==> src/rtl/uart_rx_if.sv <==
// Host-side and line-side signals of the UART receiver.
// The receiver takes the slave view; whoever drives the line and reads the byte takes master.
interface uart_rx_if;
   logic       rx;
   logic       rd_en;
   logic [7:0] rx_data;
   logic       rx_ready;
   logic       busy;
   logic       frame_err;
   logic       overrun;

   modport slave (
      input  rx,
      input  rd_en,
      output rx_data,
      output rx_ready,
      output busy,
      output frame_err,
      output overrun
   );

   modport master (
      output rx,
      output rd_en,
      input  rx_data,
      input  rx_ready,
      input  busy,
      input  frame_err,
      input  overrun
   );
endinterface

==> src/rtl/uart_rx.sv <==
// 8N1 UART receiver: 2-flop input synchronizer, mid-bit sampling driven by a
// per-bit cycle counter, one-entry output register with ready/read handshake,
// framing-error pulse and sticky overrun flag.
module uart_rx #(
   parameter int CLKS_PER_BIT = 16   // even, >= 4
) (
   input  logic      clk,
   input  logic      rst_n,
   uart_rx_if.slave  bus
);

   localparam int H  = CLKS_PER_BIT / 2;
   localparam int CW = $clog2(CLKS_PER_BIT);
   localparam logic [CW-1:0] CNT_LAST = CW'(CLKS_PER_BIT - 1);
   localparam logic [CW-1:0] CNT_MID  = CW'(H - 1);

   typedef enum logic [2:0] {
      IDLE  = 3'd0,
      START = 3'd1,
      DATA  = 3'd2,
      STOP  = 3'd3,
      BRK   = 3'd4
   } state_e;

   logic [1:0]    sync_q;
   logic          rx_s;
   state_e        state_q, state_d;
   logic [CW-1:0] cnt_q, cnt_d;
   logic [2:0]    bit_q, bit_d;
   logic [7:0]    shift_q, shift_d;
   logic [7:0]    data_q, data_d;
   logic          ready_q, ready_d;
   logic          ovr_q, ovr_d;
   logic          ferr_q;

   logic          cnt_mid, cnt_last;
   logic          cnt_clr, bit_clr, sample, commit, stop_bad, busy;

   assign rx_s     = sync_q[1];
   assign cnt_mid  = (cnt_q == CNT_MID);
   assign cnt_last = (cnt_q == CNT_LAST);

   // Two-stage synchronizer; resets to the idle (high) line level.
   always_ff @(posedge clk or negedge rst_n) begin
      if (!rst_n) sync_q <= 2'b11;
      else        sync_q <= {sync_q[0], bus.rx};
   end

   // FSM state register.
   always_ff @(posedge clk or negedge rst_n) begin
      if (!rst_n) state_q <= IDLE;
      else        state_q <= state_d;
   end

   // FSM next state: start check at mid start bit, then one sample per bit period.
   always_comb begin
      state_d = state_q;
      case (state_q)
         IDLE:    if (!rx_s) state_d = START;
         START:   if (cnt_mid) state_d = rx_s ? IDLE : DATA;
         DATA:    if (cnt_last && (bit_q == 3'd7)) state_d = STOP;
         STOP:    if (cnt_last) state_d = rx_s ? IDLE : BRK;
         BRK:     if (rx_s) state_d = IDLE;
         default: state_d = IDLE;
      endcase
   end

   // FSM outputs: counter control, sample/commit strobes and busy.
   always_comb begin
      cnt_clr  = 1'b0;
      bit_clr  = 1'b0;
      sample   = 1'b0;
      commit   = 1'b0;
      stop_bad = 1'b0;
      busy     = (state_q != IDLE);
      case (state_q)
         IDLE:  cnt_clr = 1'b1;
         START: begin
            if (cnt_mid) begin
               cnt_clr = 1'b1;
               bit_clr = 1'b1;
            end
         end
         DATA: begin
            if (cnt_last) begin
               cnt_clr = 1'b1;
               sample  = 1'b1;
            end
         end
         STOP: begin
            if (cnt_last) begin
               cnt_clr  = 1'b1;
               commit   = rx_s;
               stop_bad = ~rx_s;
            end
         end
         // BRK only waits for the line to return high; the counter stays parked.
         default: cnt_clr = 1'b1;
      endcase
   end

   // Bit timer, bit index and LSB-first shift register next values.
   always_comb begin
      cnt_d = cnt_clr ? '0 : cnt_q + 1'b1;
      bit_d = bit_q;
      if (bit_clr)     bit_d = 3'd0;
      else if (sample) bit_d = (bit_q == 3'd7) ? 3'd0 : bit_q + 3'd1;
      shift_d = sample ? {rx_s, shift_q[7:1]} : shift_q;
   end

   // Bit timer, bit index and shift register.
   always_ff @(posedge clk or negedge rst_n) begin
      if (!rst_n) begin
         cnt_q   <= '0;
         bit_q   <= 3'd0;
         shift_q <= 8'h00;
      end else begin
         cnt_q   <= cnt_d;
         bit_q   <= bit_d;
         shift_q <= shift_d;
      end
   end

   // Holding register: a commit beats a coincident read, otherwise a commit
   // onto an unread byte is dropped and flagged as overrun.
   always_comb begin
      data_d  = data_q;
      ready_d = ready_q;
      ovr_d   = ovr_q;
      if (commit) begin
         if (!ready_q || bus.rd_en) begin
            data_d  = shift_q;
            ready_d = 1'b1;
            ovr_d   = 1'b0;
         end else begin
            ovr_d   = 1'b1;
         end
      end else if (bus.rd_en && ready_q) begin
         ready_d = 1'b0;
         ovr_d   = 1'b0;
      end
   end

   // Host-visible registers; frame_err is a one-cycle pulse.
   always_ff @(posedge clk or negedge rst_n) begin
      if (!rst_n) begin
         data_q  <= 8'h00;
         ready_q <= 1'b0;
         ovr_q   <= 1'b0;
         ferr_q  <= 1'b0;
      end else begin
         data_q  <= data_d;
         ready_q <= ready_d;
         ovr_q   <= ovr_d;
         ferr_q  <= stop_bad;
      end
   end

   assign bus.rx_data   = data_q;
   assign bus.rx_ready  = ready_q;
   assign bus.overrun   = ovr_q;
   assign bus.frame_err = ferr_q;
   assign bus.busy      = busy;

endmodule

==> src/flat_wrapper.sv <==
// flat-port wrapper written by rule: the top's interface ports become plain ports
module uart_rx_flat 
#(
   parameter int CLKS_PER_BIT = 16                
)
  (clk, rst_n, bus_rx, bus_rd_en, bus_rx_data, bus_rx_ready, bus_busy, bus_frame_err, bus_overrun);
  uart_rx_if bus_i ();
  input  logic clk;
  input  logic rst_n;
  input wire logic [$bits(bus_i.rx)-1:0] bus_rx;
  input wire logic [$bits(bus_i.rd_en)-1:0] bus_rd_en;
  output wire logic [$bits(bus_i.rx_data)-1:0] bus_rx_data;
  output wire logic [$bits(bus_i.rx_ready)-1:0] bus_rx_ready;
  output wire logic [$bits(bus_i.busy)-1:0] bus_busy;
  output wire logic [$bits(bus_i.frame_err)-1:0] bus_frame_err;
  output wire logic [$bits(bus_i.overrun)-1:0] bus_overrun;
  assign bus_i.rx = bus_rx;
  assign bus_i.rd_en = bus_rd_en;
  assign bus_rx_data = bus_i.rx_data;
  assign bus_rx_ready = bus_i.rx_ready;
  assign bus_busy = bus_i.busy;
  assign bus_frame_err = bus_i.frame_err;
  assign bus_overrun = bus_i.overrun;
  uart_rx #(.CLKS_PER_BIT(CLKS_PER_BIT)) u_core (.clk(clk), .rst_n(rst_n), .bus(bus_i));
endmodule
==> config.mk <==
export PLATFORM = sky130hd
export DESIGN_NAME = uart_rx_flat
export DESIGN_NICKNAME = d
export VERILOG_FILES = /design/src/rtl/uart_rx_if.sv /design/src/rtl/uart_rx.sv /design/src/flat_wrapper.sv
export SDC_FILE = /design/constraint.sdc
export NUM_CORES = 1
export LEC_CHECK = 0
export CAP_MARGIN = 20
export CORE_MARGIN = 2
export CORE_UTILIZATION = 35
export CTS_BUF_LIST = sky130_fd_sc_hd__clkbuf_16
export CTS_CLUSTER_DIAMETER = 100
export DETAILED_ROUTE_END_ITERATION = 6
export DONT_BUFFER_PORTS = 1
export RECOVER_POWER = 25
export SLEW_MARGIN = 15
export SYNTH_ARGS = -nofsm -noshare
export SYNTH_HDL_FRONTEND = slang
export SYNTH_SLANG_ARGS = --single-unit
==> constraint.sdc <==
create_clock -name clk -period 2.1 [get_ports clk]
set_input_delay 0.42 -clock clk [delete_from_list [all_inputs] [get_ports clk]]
set_output_delay 0.42 -clock clk [all_outputs]
set_load 0.05 [all_outputs]
**After elaboration in Yosys (flattened, before gate mapping)**

Index checks and enable logic that the tools add are counted.

- $add $sub $neg: 2
- Equality and inequality tests: 13
- Multiplexer cells: 26
- Bitwise operators: 1
- Reduce and logical (&&, ||, !) cells: 12

Operators with widths:

| kind | number |
|---|---|
| $mux 3 | 9 |
| $pmux 3 s5 | 1 |
| $mux 1 | 13 |
| $ne 2x1->1 const B | 4 |
| $eq 3x2->1 const B | 2 |
| $eq 3x3->1 const B | 2 |
| $reduce_and 5->1 | 1 |
| $add 4x1->4 const B | 1 |
| $eq 4x3->1 const B | 1 |
| $eq 4x4->1 const B | 1 |
| $mux 4 | 1 |
| $ne 2x2->1 const B | 2 |
| $reduce_and 2->1 | 2 |
| $reduce_bool 2->1 | 2 |
| $add 3x1->3 const B | 1 |
| $eq 3x1->1 const B | 1 |
| $logic_not 3->1 | 1 |
| $reduce_bool 3->1 | 1 |
| $logic_and 1x1->1 | 2 |
| $mux 2 | 1 |
| $pmux 1 s2 | 1 |
| $reduce_or 2->1 | 1 |
| $logic_not 1->1 | 1 |
| $logic_or 1x1->1 | 1 |
| $not 1->1 | 1 |

- Flip-flop bits (word level): 31
- Bits of input ports: 4

**Logic depth before layout (Yosys ltp)**

- Depth after elaboration: 5
- Depth in mapped cells: 5
- Depth with buffers taken out: 4

**Least setup slack after synthesis**

OpenSTA, ideal clock, no wires.

- Path type: register to register
- Start: reg u_core.cnt_q[0]
- End: reg u_core.shift_q[0]
- Library setup time: 0.125 ns
- Arrival time: 1.513 ns
- Required time: 1.975 ns
- Path slack: 0.463 ns
- Cell stages (with the launch flop): 6
- Path buffers: 1
- Clock period less this slack: 1.637 ns
- Cells stage by stage: dfrtp_1 > ha_1 > nand4_4 > nor3_1 > buf_4 > mux2_2

- Cells in the longest elaborated chain, start to end: 3

RTL lines:

| item | RTL line | source |
|---|---|---|
| from (decl) | uart_rx.sv:28 | `logic [CW-1:0] cnt_q, cnt_d;` |
| from (signal assigned) | uart_rx.sv:118 | `cnt_q <= cnt_d;` |
| $eq 4x4->1 | uart_rx.sv:41 | `assign cnt_last = (cnt_q == CNT_LAST);` |
| $mux 1 | uart_rx.sv:85 | `if (cnt_last) begin` |
| $mux 1 | uart_rx.sv:76 | `case (state_q)` |
| to (signal assigned) | uart_rx.sv:120 | `shift_q <= shift_d;` |
| to (decl) | uart_rx.sv:30 | `logic [7:0] shift_q, shift_d;` |

No other way between the ends.
A chain may end at the register's enable or synchronous reset.

**Final worst setup path**

- Start: reg u_core.state_q[1]
- End: out bus_busy

- Cells in the longest elaborated chain, start to end: 1

RTL lines:

| item | RTL line | source |
|---|---|---|
| from (decl) | uart_rx.sv:27 | `state_e state_q, state_d;` |
| from (signal assigned) | uart_rx.sv:52 | `else state_q <= state_d;` |
| $reduce_bool 3->1 | uart_rx.sv:75 | `busy = (state_q != IDLE);` |
| to (decl) | flat_wrapper.sv:14 | `output wire logic [$bits(bus_i.busy)-1:0] bus_busy;` |

No other way between the ends.

==> results_dict.tcl <==
set metrics [dict create \
    status "finished, final reports clean" \
    worst_setup_path_end_kind "output pin" \
    place_congestion 0.8718 \
    vias_per_cell 4.908 \
    clock_skews_ns 0.003870 \
    setup_ws_pre_cts_ns 0.2686 \
    cellPowerDensity_nw_per_um2 1238 \
    critPathSlowestCell "sky130_fd_sc_hd__or3_1" \
    grt-ovfl-total 0 \
    synth.top_cell.area_share_pct 54.36 \
    yosys_register_bits 31 \
    ys_seq_area_share_pct 58.29 \
    die_width_um 65.76 \
    ys_top_cells_by_area "sky130_fd_sc_hd__dfrtp_1, sky130_fd_sc_hd__mux2_2, sky130_fd_sc_hd__dfstp_2, sky130_fd_sc_hd__ha_1, sky130_fd_sc_hd__nor2_1" \
    timing_worst_slew_pin_value_ns 0.7171 \
    setup.worst_path.start_class "flop" \
    netlist_top_cells_count "sky130_fd_sc_hd__dfrtp_1, sky130_fd_sc_hd__mux2_2, sky130_fd_sc_hd__nor2_1, sky130_fd_sc_hd__nand2_1" \
    post_cts_hold_buffer_count 2 \
    core_area_um2 3661 \
    overall_track_demand_over_capacity_in_global_routing_pct 12.05 \
    cts_buffers 5 \
    synth_compound_area_share_pct 7.966 \
    max-cap-violations 0 \
    drtIter0Drc 21 \
    leading_cell_type_by_number_of_instances_after_synthesis "sky130_fd_sc_hd__dfrtp_1" \
    final_std_cell_area_no_fill_um2 1550 \
    r2r_slack_ns 0.32 \
    ir_drop_v 0.0006420 \
    fp-row-count 22 \
    post_cts.repair.setup_buffers 0 \
    h_tree_depth 2 \
    layout_setup_ws_ns 0.2973 \
    ios 16 \
    layout-drive-gt1-share_pct 31.43 \
    final.period_utilization_pct 85.84 \
    total_inserted_antenna_cells 0 \
    post-dp-hpwl_um 1509 \
    timing.critical_path.slowest_cell_delay_ns 0.62 \
    grt_start_max_net_pins 32 \
    grt_first_pass_wirelength_um 3788 \
    route.antenna.remaining_nets 0 \
    layout-area-overhead-vs-synth_pct 16.12 \
    detailed_place.area_um2 1376 \
    die-area_um2 4324 \
    criticalPathCategory "reg2out" \
    numPortBuffers 0 \
    first_pass_iters 4 \
    clk_root_buffer_cell "sky130_fd_sc_hd__clkbuf_16" \
    fin_util_pct 42.34 \
    dpl.cell_count 144 \
    final.min_clock_period_ns 1.803 \
    max_freq_mhz 554.7 \
    synth_fp_nets 106 \
    floorplan.initialDensity_pct 36.47 \
    ctsLongestPathBuffers 2 \
    final_cell_count_no_fill 153 \
    path_cells "or3_1" \
    finish.net_count 112 \
    clock_latency_ns 0.27 \
    clock_sink_count 31 \
    critPathTopFamily "simple AND/OR/NAND/NOR gates" \
    timing.final.hold_violations 0 \
    crit_path_max_fanout 9 \
    chipHeight_um 65.76 \
    arrival_ns 1.38 \
    totalWireLength_um 2185 \
    drc 0 \
    post_synth.cell_area_avg_um2 13.49 \
    yosys.area_share.xor_xnor_pct 1.968 \
    synth_fa_ha_area_share_pct 2.812 \
    timing.max_slew.rel_slack_pct 52.19 \
    static-leakage-power_uw 0.0007238 \
    simple_logic_cell_fraction_of_the_synthesized_area_pct 12.37 \
    timing.final.setup_violations 0 \
    postSynthCellCount 99 \
    initial_antenna_violation_count 0 \
    synth_warnings 0 \
    synthFlopType "sky130_fd_sc_hd__dfrtp_1" \
    dominant_combinational_cell_family_by_area_after_synthesis "multiplexers" \
    tritoncts_clock_tree "built" \
    rsz0062_at_grt "false" \
    via_count 751 \
    timing.final.max_slew_violations 0 \
    synth_enable_flop_cells 0 \
    cp.required_ns 1.68 \
    cts_resized 0 \
    grt_pass1_vias 809 \
    synthesis.area_um2 1335 \
    ys_async_sr_fraction_pct 100.0 \
    hp-class "in2reg" \
    avg_wl_per_cell_um 14.28 \
    clk_pin_slew_worst_paths_ns 0.05 \
    synth.mux.area_fraction_pct 13.50 \
    synth.lib_cells_used.distinct 34 \
    cp_num_buf_inv 0 \
    synth_area_leader_cell "sky130_fd_sc_hd__dfrtp_1" \
    setup_total_negative_slack_ns 0 \
]
==> power breakdown <==
group | switching, uW | total (uW) | internal [uW]
Clock | 233 | 779 | 546
Combinational | 156 | 299 | 144
Sequential | 160 | 840 | 680
Total | 548 | 1920 | 1370
==> state kept, by name, indices dropped and copies added (netlist names) <==
| name | count |
|---|---|
| u_core.bit_q | 3 |
| u_core.bus.frame_err | 1 |
| u_core.bus.overrun | 1 |
| u_core.bus.rx_data | 8 |
| u_core.bus.rx_ready | 1 |
| u_core.cnt_q | 4 |
| u_core.shift_q | 8 |
| u_core.state_q | 3 |
| u_core.sync_q | 2 |
==> layout by cell type, fill, tap and decap left out, types with 2 or more instances in the layout <==
cell,Yosys,layout
sky130_fd_sc_hd__a22o_1,3,3
sky130_fd_sc_hd__nand2_1,4,4
sky130_fd_sc_hd__a21oi_1,2,2
sky130_fd_sc_hd__dfrtp_1,29,29
sky130_fd_sc_hd__o21bai_1,2,2
sky130_fd_sc_hd__nor2_1,7,7
sky130_fd_sc_hd__clkbuf_16,0,5
sky130_fd_sc_hd__ha_1,3,3
sky130_fd_sc_hd__dfstp_2,2,2
sky130_fd_sc_hd__xnor2_1,2,2
sky130_fd_sc_hd__nand3b_1,2,2
sky130_fd_sc_hd__inv_1,2,3
sky130_fd_sc_hd__buf_4,2,2
sky130_fd_sc_hd__nor2b_1,2,2
sky130_fd_sc_hd__mux2_2,16,16
==> layout make-up <==
class	instances	area [um^2]
fillers	330	2111
inverters	2	7.507
clock buffers	5	125.1
clock inverters	2	33.78
repair buffers	4	30.03
well taps	48	60.06
multi-input cells	61	515.5
flip-flops and latches	31	778.2
==> worst paths after layout <==
kind                                        start                     to  cells after the start
min in group asynchronous                   rst_n        u_core.bit_q[1]                      2
max in group asynchronous                   rst_n    u_core.bus.rx_ready                      2
worst max-delay path            u_core.state_q[1]               bus_busy                      1
worst min register to register   u_core.sync_q[0]       u_core.sync_q[1]                      0
worst min-delay path                       bus_rx       u_core.sync_q[0]                      0
worst max register to register    u_core.cnt_q[0]  u_core.bus.rx_data[2]                      4
==> routing by layer <==
layer / vias up / wire [um] / track usage [%]
met3: 5 / 103 / 5.993
li1: 361 / - / -
met5: - / 0 / 0
met1: 372 / 908 / 12.90
met4: 0 / 47 / 5.469
met2: 13 / 1125 / 19.82
==> cell families (layout without fill, tap and decap cells) <==
group / after synthesis / after routing
AO/OA/AOI/OAI: 14 / 14
buffers and inverters: 7 / 13
AND/OR/NAND/NOR: 25 / 25
multiplexers: 16 / 16
adder cells (fa/ha/maj): 3 / 3
flip-flops: 31 / 31
XOR/XNOR: 3 / 3
==> per-stage QoR <==
stage | power [uW] | hold WS [ns]
3_3_place_gp | 1121 | 0.1252
5_1_grt | 2027 | 0.1305
2_1_floorplan | 1103 | 0.1244
6_report | 1919 | 0.1446
4_1_cts | 1937 | 0.1380
3_5_place_dp | 1136 | 0.1251
Note: power is estimated with default switching activity, not from simulation.
